File: config.mk
export PLATFORM = sky130hd
export DESIGN_NAME = cfu_cmd_fifo
export DESIGN_NICKNAME = d
export VERILOG_FILES = /design/src/rtl/cfu_cmd_fifo.sv
export SDC_FILE = /design/constraint.sdc
export NUM_CORES = 1
export LEC_CHECK = 0
export ABC_AREA = 1
export BUFFER_PORTS_ARGS = -buffer_cell sky130_fd_sc_hd__buf_2
export CORE_AREA = 3 3 135 236
export CTS_CLUSTER_SIZE = 24
export DETAILED_ROUTE_END_ITERATION = 6
export DIE_AREA = 0 0 138 239
export HOLD_SLACK_MARGIN = 0.02
export PLACE_DENSITY = 0.5
export SLEW_MARGIN = 30
export SYNTH_ARGS = -nofsm -noshare
export SYNTH_HDL_FRONTEND = slang
export SYNTH_SLANG_ARGS = --single-unit
File: constraint.sdc
create_clock -name clk -period 7.91 [get_ports clk]
set_clock_uncertainty 0.1 [all_clocks]
set_input_delay 0.3955 -clock clk [delete_from_list [all_inputs] [get_ports clk]]
set_output_delay 0.3955 -clock clk [all_outputs]
set_load 0.01 [all_outputs]
File: src/rtl/cfu_cmd_fifo.sv
// cfu_cmd_fifo: first-word-fall-through command FIFO between the CPU and a CFU.
// Each entry holds one {function_id, inputs_0, inputs_1} command. Handshake
// outputs come from registered state only, so neither side ever sees a
// combinational path from the other.
module cfu_cmd_fifo #(
   parameter int DEPTH = 4
) (
   input  logic                       clk,
   input  logic                       reset,
   input  logic                       cmd_valid,
   output logic                       cmd_ready,
   input  logic [2:0]                 cmd_payload_function_id,
   input  logic [31:0]                cmd_payload_inputs_0,
   input  logic [31:0]                cmd_payload_inputs_1,
   output logic                       out_cmd_valid,
   input  logic                       out_cmd_ready,
   output logic [2:0]                 out_cmd_payload_function_id,
   output logic [31:0]                out_cmd_payload_inputs_0,
   output logic [31:0]                out_cmd_payload_inputs_1,
   output logic [$clog2(DEPTH):0]     level
);

   localparam int AW = $clog2(DEPTH);
   localparam logic [AW:0] FULL_LVL = (AW+1)'(DEPTH);

   typedef struct packed {
      logic [2:0]  function_id;
      logic [31:0] inputs_0;
      logic [31:0] inputs_1;
   } cmd_t;

   cmd_t          mem [DEPTH];
   cmd_t          head;
   logic [AW-1:0] wr_ptr;
   logic [AW-1:0] rd_ptr;
   logic [AW:0]   level_q;
   logic          push;
   logic          pop;

   // Handshakes depend only on the stored level.
   assign cmd_ready     = (level_q != FULL_LVL);
   assign out_cmd_valid = (level_q != '0);
   assign push          = cmd_valid && cmd_ready;
   assign pop           = out_cmd_valid && out_cmd_ready;
   assign level         = level_q;

   // Head entry is always presented; its value only matters while valid.
   assign head                        = mem[rd_ptr];
   assign out_cmd_payload_function_id = head.function_id;
   assign out_cmd_payload_inputs_0    = head.inputs_0;
   assign out_cmd_payload_inputs_1    = head.inputs_1;

   // Storage: written on push only, no reset needed since level gates visibility.
   always_ff @(posedge clk) begin
      if (push && !reset)
         mem[wr_ptr] <= '{function_id: cmd_payload_function_id,
                          inputs_0:    cmd_payload_inputs_0,
                          inputs_1:    cmd_payload_inputs_1};
   end

   // Pointers and level; power-of-two depth lets the pointers wrap naturally.
   always_ff @(posedge clk) begin
      if (reset) begin
         wr_ptr  <= '0;
         rd_ptr  <= '0;
         level_q <= '0;
      end else begin
         if (push) wr_ptr <= wr_ptr + AW'(1);
         if (pop)  rd_ptr <= rd_ptr + AW'(1);
         case ({push, pop})
            2'b10:   level_q <= level_q + (AW+1)'(1);
            2'b01:   level_q <= level_q - (AW+1)'(1);
            default: level_q <= level_q;
         endcase
      end
   end

endmodule
### Word-level counts from Yosys, hierarchy flattened

Memories as Yosys holds them, arrays and structs flattened. A register that Yosys moved wholly into a read port is not among the register bits.
Cells that the tools add are included.

| cells by class | value |
|---|---|
| shift operators | 0 |
| bitwise logic cells | 0 |
| multiplexer cells | 5 |
| reduce and logical (&&, ||, !) cells | 6 |
| multipliers | 0 |
| order comparisons | 0 |
| add/sub/neg operators | 4 |
| equal/unequal tests | 3 |
| divide/modulo/power cells | 0 |

Operator list:

| operator | number |
|---|---|
| 3-bit case mux with 2 select lines | 1 |
| 2-bit by 1-bit adder with 2-bit output, second input constant | 2 |
| 2-bit two-way mux | 2 |
| 3-bit by 1-bit adder with 3-bit output, second input constant | 1 |
| 1-bit logical AND | 3 |
| 3-bit inequality test, second input constant | 1 |
| 3-bit nonzero test | 1 |
| 3-bit by 1-bit subtractor with 3-bit output, second input constant | 1 |
| 2-bit by 1-bit equality test with 1-bit output, second input constant | 1 |
| 2-bit equality test, second input constant | 1 |
| 1-bit two-way mux | 2 |
| 2-bit nonzero test | 1 |
| 1-bit logical NOT | 1 |

| word-level totals | value |
|---|---|
| register bits | 7 |
| memories kept | 1 |
| memory bits (read-only) | 0 |
| latch bits | 0 |
| logic and storage cells | 22 |
| output and inout port bits | 72 |
| input bits | 71 |
| RAM bits | 268 |

Memory list:

| name | words | width | read ports | clocked after Yosys merged registers in | wr ports | line | source |
|---|---|---|---|---|---|---|---|
| mem | 4 | 67 | 1 | 1 | 1 | 32 | `cmd_t mem [DEPTH];` |

### Depth between registers and ports, before layout

| depth | value |
|---|---|
| word-level depth | 5 |
| gate-level depth with buffers | 13 |
| mapped depth without buffers | 13 |

### Worst setup path after synthesis

OpenSTA, ideal clock, no wires.

| timing | value |
|---|---|
| path type | flip-flop to flip-flop |
| start | register level_q[1], in the netlist level[1] |
| end | memory mem[0][0] in the netlist's numbering (enable) |
| arrival time | 3.578 ns |
| path slack | 3.739 ns |
| buffers on the path | 0 |
| cell stages (with the launch flop) | 5 |
| period minus slack after synthesis | 4.171 ns |
| path through | dfxtp_1 > nor2_2 > a21boi_2 > nand2_1 > nor2_1 |

| on the way | value |
|---|---|
| word-level cells in the longest chain between the ends | 5 |

RTL lines:

| what | line | source |
|---|---|---|
| from (decl) | 36 | `logic [AW:0] level_q;` |
| from (signal assigned) | 71 | `2'b10: level_q <= level_q + (AW+1)'(1);` |
| from (signal assigned) | 72 | `2'b01: level_q <= level_q - (AW+1)'(1);` |
| from (signal assigned) | 73 | `default: level_q <= level_q;` |
| 3-bit inequality test | 41 | `assign cmd_ready = (level_q != FULL_LVL);` |
| 1-bit logical AND | 43 | `assign push = cmd_valid && cmd_ready;` |
| 1-bit logical AND | 55 | `if (push && !reset)` |
| 1-bit two-way mux | 55 |  |
| 1-bit two-way mux (implied by the code) | 56 | `mem[wr_ptr] <= '{function_id: cmd_payload_function_id,` |
| to (decl) | 32 |  |

No other way between the ends.

==> reports/qor_table.md <==
| Metric | Reported | Unit |
| --- | --- | --- |
| Post-synthesis compound-gate area fraction | 10.7 | % |
| Power density relative to cell area | 293 | nW/µm² |
| Setup slack on the worst flop-to-flop path | 4.95 | ns |
| Final-report max-slew violation count | 0 | - |
| Fillers | 2,867 | - |
| Root buffer selected by CTS | sky130_fd_sc_hd__clkbuf_16 | - |
| Critical path endpoint category | output pin | - |
| Post-synthesis cell type with the largest combined area | sky130_fd_sc_hd__edfxtp_1 | - |
| Total number of H-tree levels | 1 | - |
| Post-placement setup slack | 4.75 | ns |
| Mean cell area of the mapped netlist | 14.6 | µm² |
| Basic-gate share of the synthesized area counting and, or, nand and nor cells | 6.18 | % |
| Ys Warns | 0 | - |
| Antenna violations before repair | 0 | - |
| Arithmetic-cell share of the synthesized area counting full adders, half adders and majority gates | 0.786 | % |
| Net count after synthesis | 797 | - |
| Overflow left after global routing | 0 | - |
| Number of vias per cell after detailed routing | 4.92 | - |
| Per-cell routed wire length | 18.5 | µm |
| CTS tree | built | - |
| Setup total negative slack | 0 | ns |
| Final setup fails | 0 | - |
| Overall routing resource usage | 14.5 | % |
| Number of global-route vias before repair | 6,747 | - |
| Overall via count from detail_route | 6,535 | - |
| Slew at the pin with the worst max-slew slack | 0.918 | ns |
| Area grow syn2layout | 23.8 | % |
| IO Pins | 143 | - |
| Fraction of synthesis flops using an asynchronous set or reset pin | 0 | % |
| CTS max path bufs | 3 | - |
| Placer's final routability congestion estimate | 0.751 | - |
| Worst endpoint data arrival time | 3.14 | ns |
| Total Wirelength | 24,600 | µm |
| Worst relative slew slack | 38.7 | % |
| Distinct cell type count after synthesis | 26 | - |
| Quantity of gates resized following cts | 0 | - |
| Number of failing hold endpoints at the final stage | 0 | - |
| Period minus WS final | 3.63 | ns |
| Layout cells sized above 1 | 21.5 | % |
| Most numerous cell in the Yosys netlist | sky130_fd_sc_hd__edfxtp_1 | - |
| # Max-Cap Violations | 0 | - |
| Floorplan core area | 30,100 | µm² |
| Synth top area share | 76.6 | % |
| Die Ht | 239 | µm |
| Multi-input gate area in the final layout | 1890 | µm² |
| Number of placement rows | 84 | - |
| DR iter-0 viols | 315 | - |
| Leading post-synthesis cells by cell area | sky130_fd_sc_hd__edfxtp_1 (77%), sky130_fd_sc_hd__o21ai_0 (6.3%), sky130_fd_sc_hd__nor2_1 (5.1%) | - |
| Worst endpoint required time | 7.41 | ns |
| Clock Pin Slew Worst Setup and Hold Paths | 0.06 | ns |
| Startpoint of the worst-slack reg-to-reg timing path | level[1] | - |
| Sequential cell area | 8230 | µm² |
| Number of iterations in the first detailed-routing pass | 4 | - |
| Antenna diode instance count | 0 | - |
| Number of enable flip-flop cells after synthesis | 268 | - |
| Cells after Synth | 720 | - |
| Maximum ir drop on the vdd rail | 0.000225 | V |
| Starting Density | 34.9 | % |
| Leakage | 4.55 | nW |
| Post-layout worst setup margin | 4.28 | ns |
| Remaining antenna violation count | 0 | - |
| Hold slack | 0.0429 | ns |
| Share of synthesized area spent on multiplexers | 0 | % |
| Worst min path class | in2reg | - |
| Critical path peak fanout | 134 | - |
| Setup fix buffers added after clock tree synthesis | 0 | - |
| CP Launch Type | register | - |
| Synthesized area | 10,500 | µm² |
| Fraction of the cycle the final worst path needs | 45.9 | % |
| Detailed placement HPWL | 13,900 | µm |
| Register area share after synthesis | 78.4 | % |
| XOR/XNOR Fraction of Synth Area | 0 | % |
| FF-to-FF path depth | 5 | - |
| Synth Register Bits | 277 | - |
| Count of unresolved DRC violations after routing | 0 | - |
| CTS Buf Count | 26 | - |
| Global-route wire length before repair | 38,000 | µm |
| Worst-Skew Late Latency | 0.52 | ns |
| Maximum frequency from static timing analysis | 275 | MHz |
| Input/output buffers | 142 | - |
| Nets@finish | 998 | - |
| Outcome | finished clean | - |
| Maximum number of pins on one net before global-route repair | 135 | - |
| End point of the critical path | out_cmd_payload_inputs_1[17] | - |
| Unrepaired setup endpoints after global routing | no | - |
| Horizontal extent of the die | 138 | µm |
| Number of clock sinks | 277 | - |
| Dominant combinational cell family by area after synthesis | compound AO/OA/AOI/OAI gates | - |
| Worst R2R End | mem[1][1] | - |
| Most frequent cells after synthesis | sky130_fd_sc_hd__edfxtp_1 (268), sky130_fd_sc_hd__nor2_1 (144), sky130_fd_sc_hd__o21ai_0 (133) | - |
| Dominant register cell in the synthesized netlist | sky130_fd_sc_hd__edfxtp_1 | - |
| Worst Setup Path Type | reg2out | - |
| Die Area | 33,000 | µm² |
==> registers in the layout, summed over array words and instances, names as in the netlist, named ones only <==
name	flops
mem	268
wr_ptr	2
rd_ptr	2
level	3
==> critical path: stages, from the launching register on <==
cell and delay (ns):
sky130_fd_sc_hd__dfxtp_4 0.71, sky130_fd_sc_hd__buf_4 0.75, sky130_fd_sc_hd__inv_8 0.44, sky130_fd_sc_hd__o21ai_0 0.30, sky130_fd_sc_hd__o22ai_1 0.15, sky130_fd_sc_hd__buf_2 0.17
==> worst min-delay path by stage <==
| stage | startpoint | endpoint | slack (ns) | cells after the start |
|---|---|---|---|---|
| 2_1_floorplan | rd_ptr[1] | register | 0.36 | 2 |
| 6_report | cmd_payload_inputs_0[29] | mem[3][61] | 0.04 | 1 |
| 3_3_place_gp | rd_ptr[1] | register | 0.37 | 2 |
| 5_1_grt | cmd_payload_inputs_0[29] | mem[1][61] | 0.03 | 1 |
| 4_1_cts | cmd_payload_inputs_0[29] | mem[3][61] | 0.02 | 1 |
| 3_5_place_dp | rd_ptr[1] | register | 0.39 | 2 |
==> metrics by stage <==
stage	total power, mW	util, %	instance area, µm²	std cells
global route	3.99	43.3	13000	1328
detailed placement	2.58	38.1	11500	1213
global placement	2.57	38.1	11400	1213
floorplan	2.29	-	10500	720
CTS	3.87	43.2	13000	1327
finish	3.81	43.3	13000	1328
==> where the power goes <==
| group | internal [mW] | switching, mW |
|---|---|---|
| Sequential | 1.70 | 0.0504 |
| Combinational | 0.272 | 0.531 |
| Clock | 0.753 | 0.511 |
| Total | 2.72 | 1.09 |
==> cell families after synthesis <==
family / Yosys count
AND/OR/NAND/NOR: 168
buffers and inverters: 62
AO/OA/AOI/OAI: 207
adder cells (fa/ha/maj): 6
flip-flops: 277
==> layout make-up <==
| cell class | count | area share, % |
|---|---|---|
| clock inverter | 9 | 0.702 |
| tap | 387 | 3.72 |
| sequential | 277 | 63.3 |
| clock buffer | 39 | 6.08 |
| inverter | 19 | 0.606 |
| multi-input combinational | 381 | 14.5 |
| timing repair buffer | 216 | 11.1 |
==> placed cells by master (no fill, tap or decap), types with 5 or more instances in the layout <==
| cell | n |
|---|---|
| sky130_fd_sc_hd__ha_1 | 5 |
| sky130_fd_sc_hd__clkbuf_1 | 5 |
| sky130_fd_sc_hd__nand2_1 | 15 |
| sky130_fd_sc_hd__edfxtp_1 | 268 |
| sky130_fd_sc_hd__nor2_1 | 140 |
| sky130_fd_sc_hd__o21ai_0 | 133 |
| sky130_fd_sc_hd__clkbuf_8 | 7 |
| sky130_fd_sc_hd__inv_1 | 17 |
| sky130_fd_sc_hd__dfxtp_1 | 7 |
| sky130_fd_sc_hd__clkbuf_16 | 27 |
| sky130_fd_sc_hd__buf_4 | 6 |
| sky130_fd_sc_hd__dlygate4sd3_1 | 67 |
| sky130_fd_sc_hd__buf_2 | 142 |
| sky130_fd_sc_hd__o22ai_1 | 67 |
==> routing by layer <==
metal	up-vias	wire length [µm]	GRT usage [%]
li1	3083	-	-
met4	0	757	5.57
met2	167	12700	26.2
met5	-	0	0
met3	42	1050	2.34
met1	3243	10000	17.4
==> repair_timing <==
action                                  4_1_cts  5_1_grt
hold buffers                                 66        1
endpoints found under the setup margin        0        0
hold endpoints to repair                    262        3
Power figures use the tool's default switching activity.
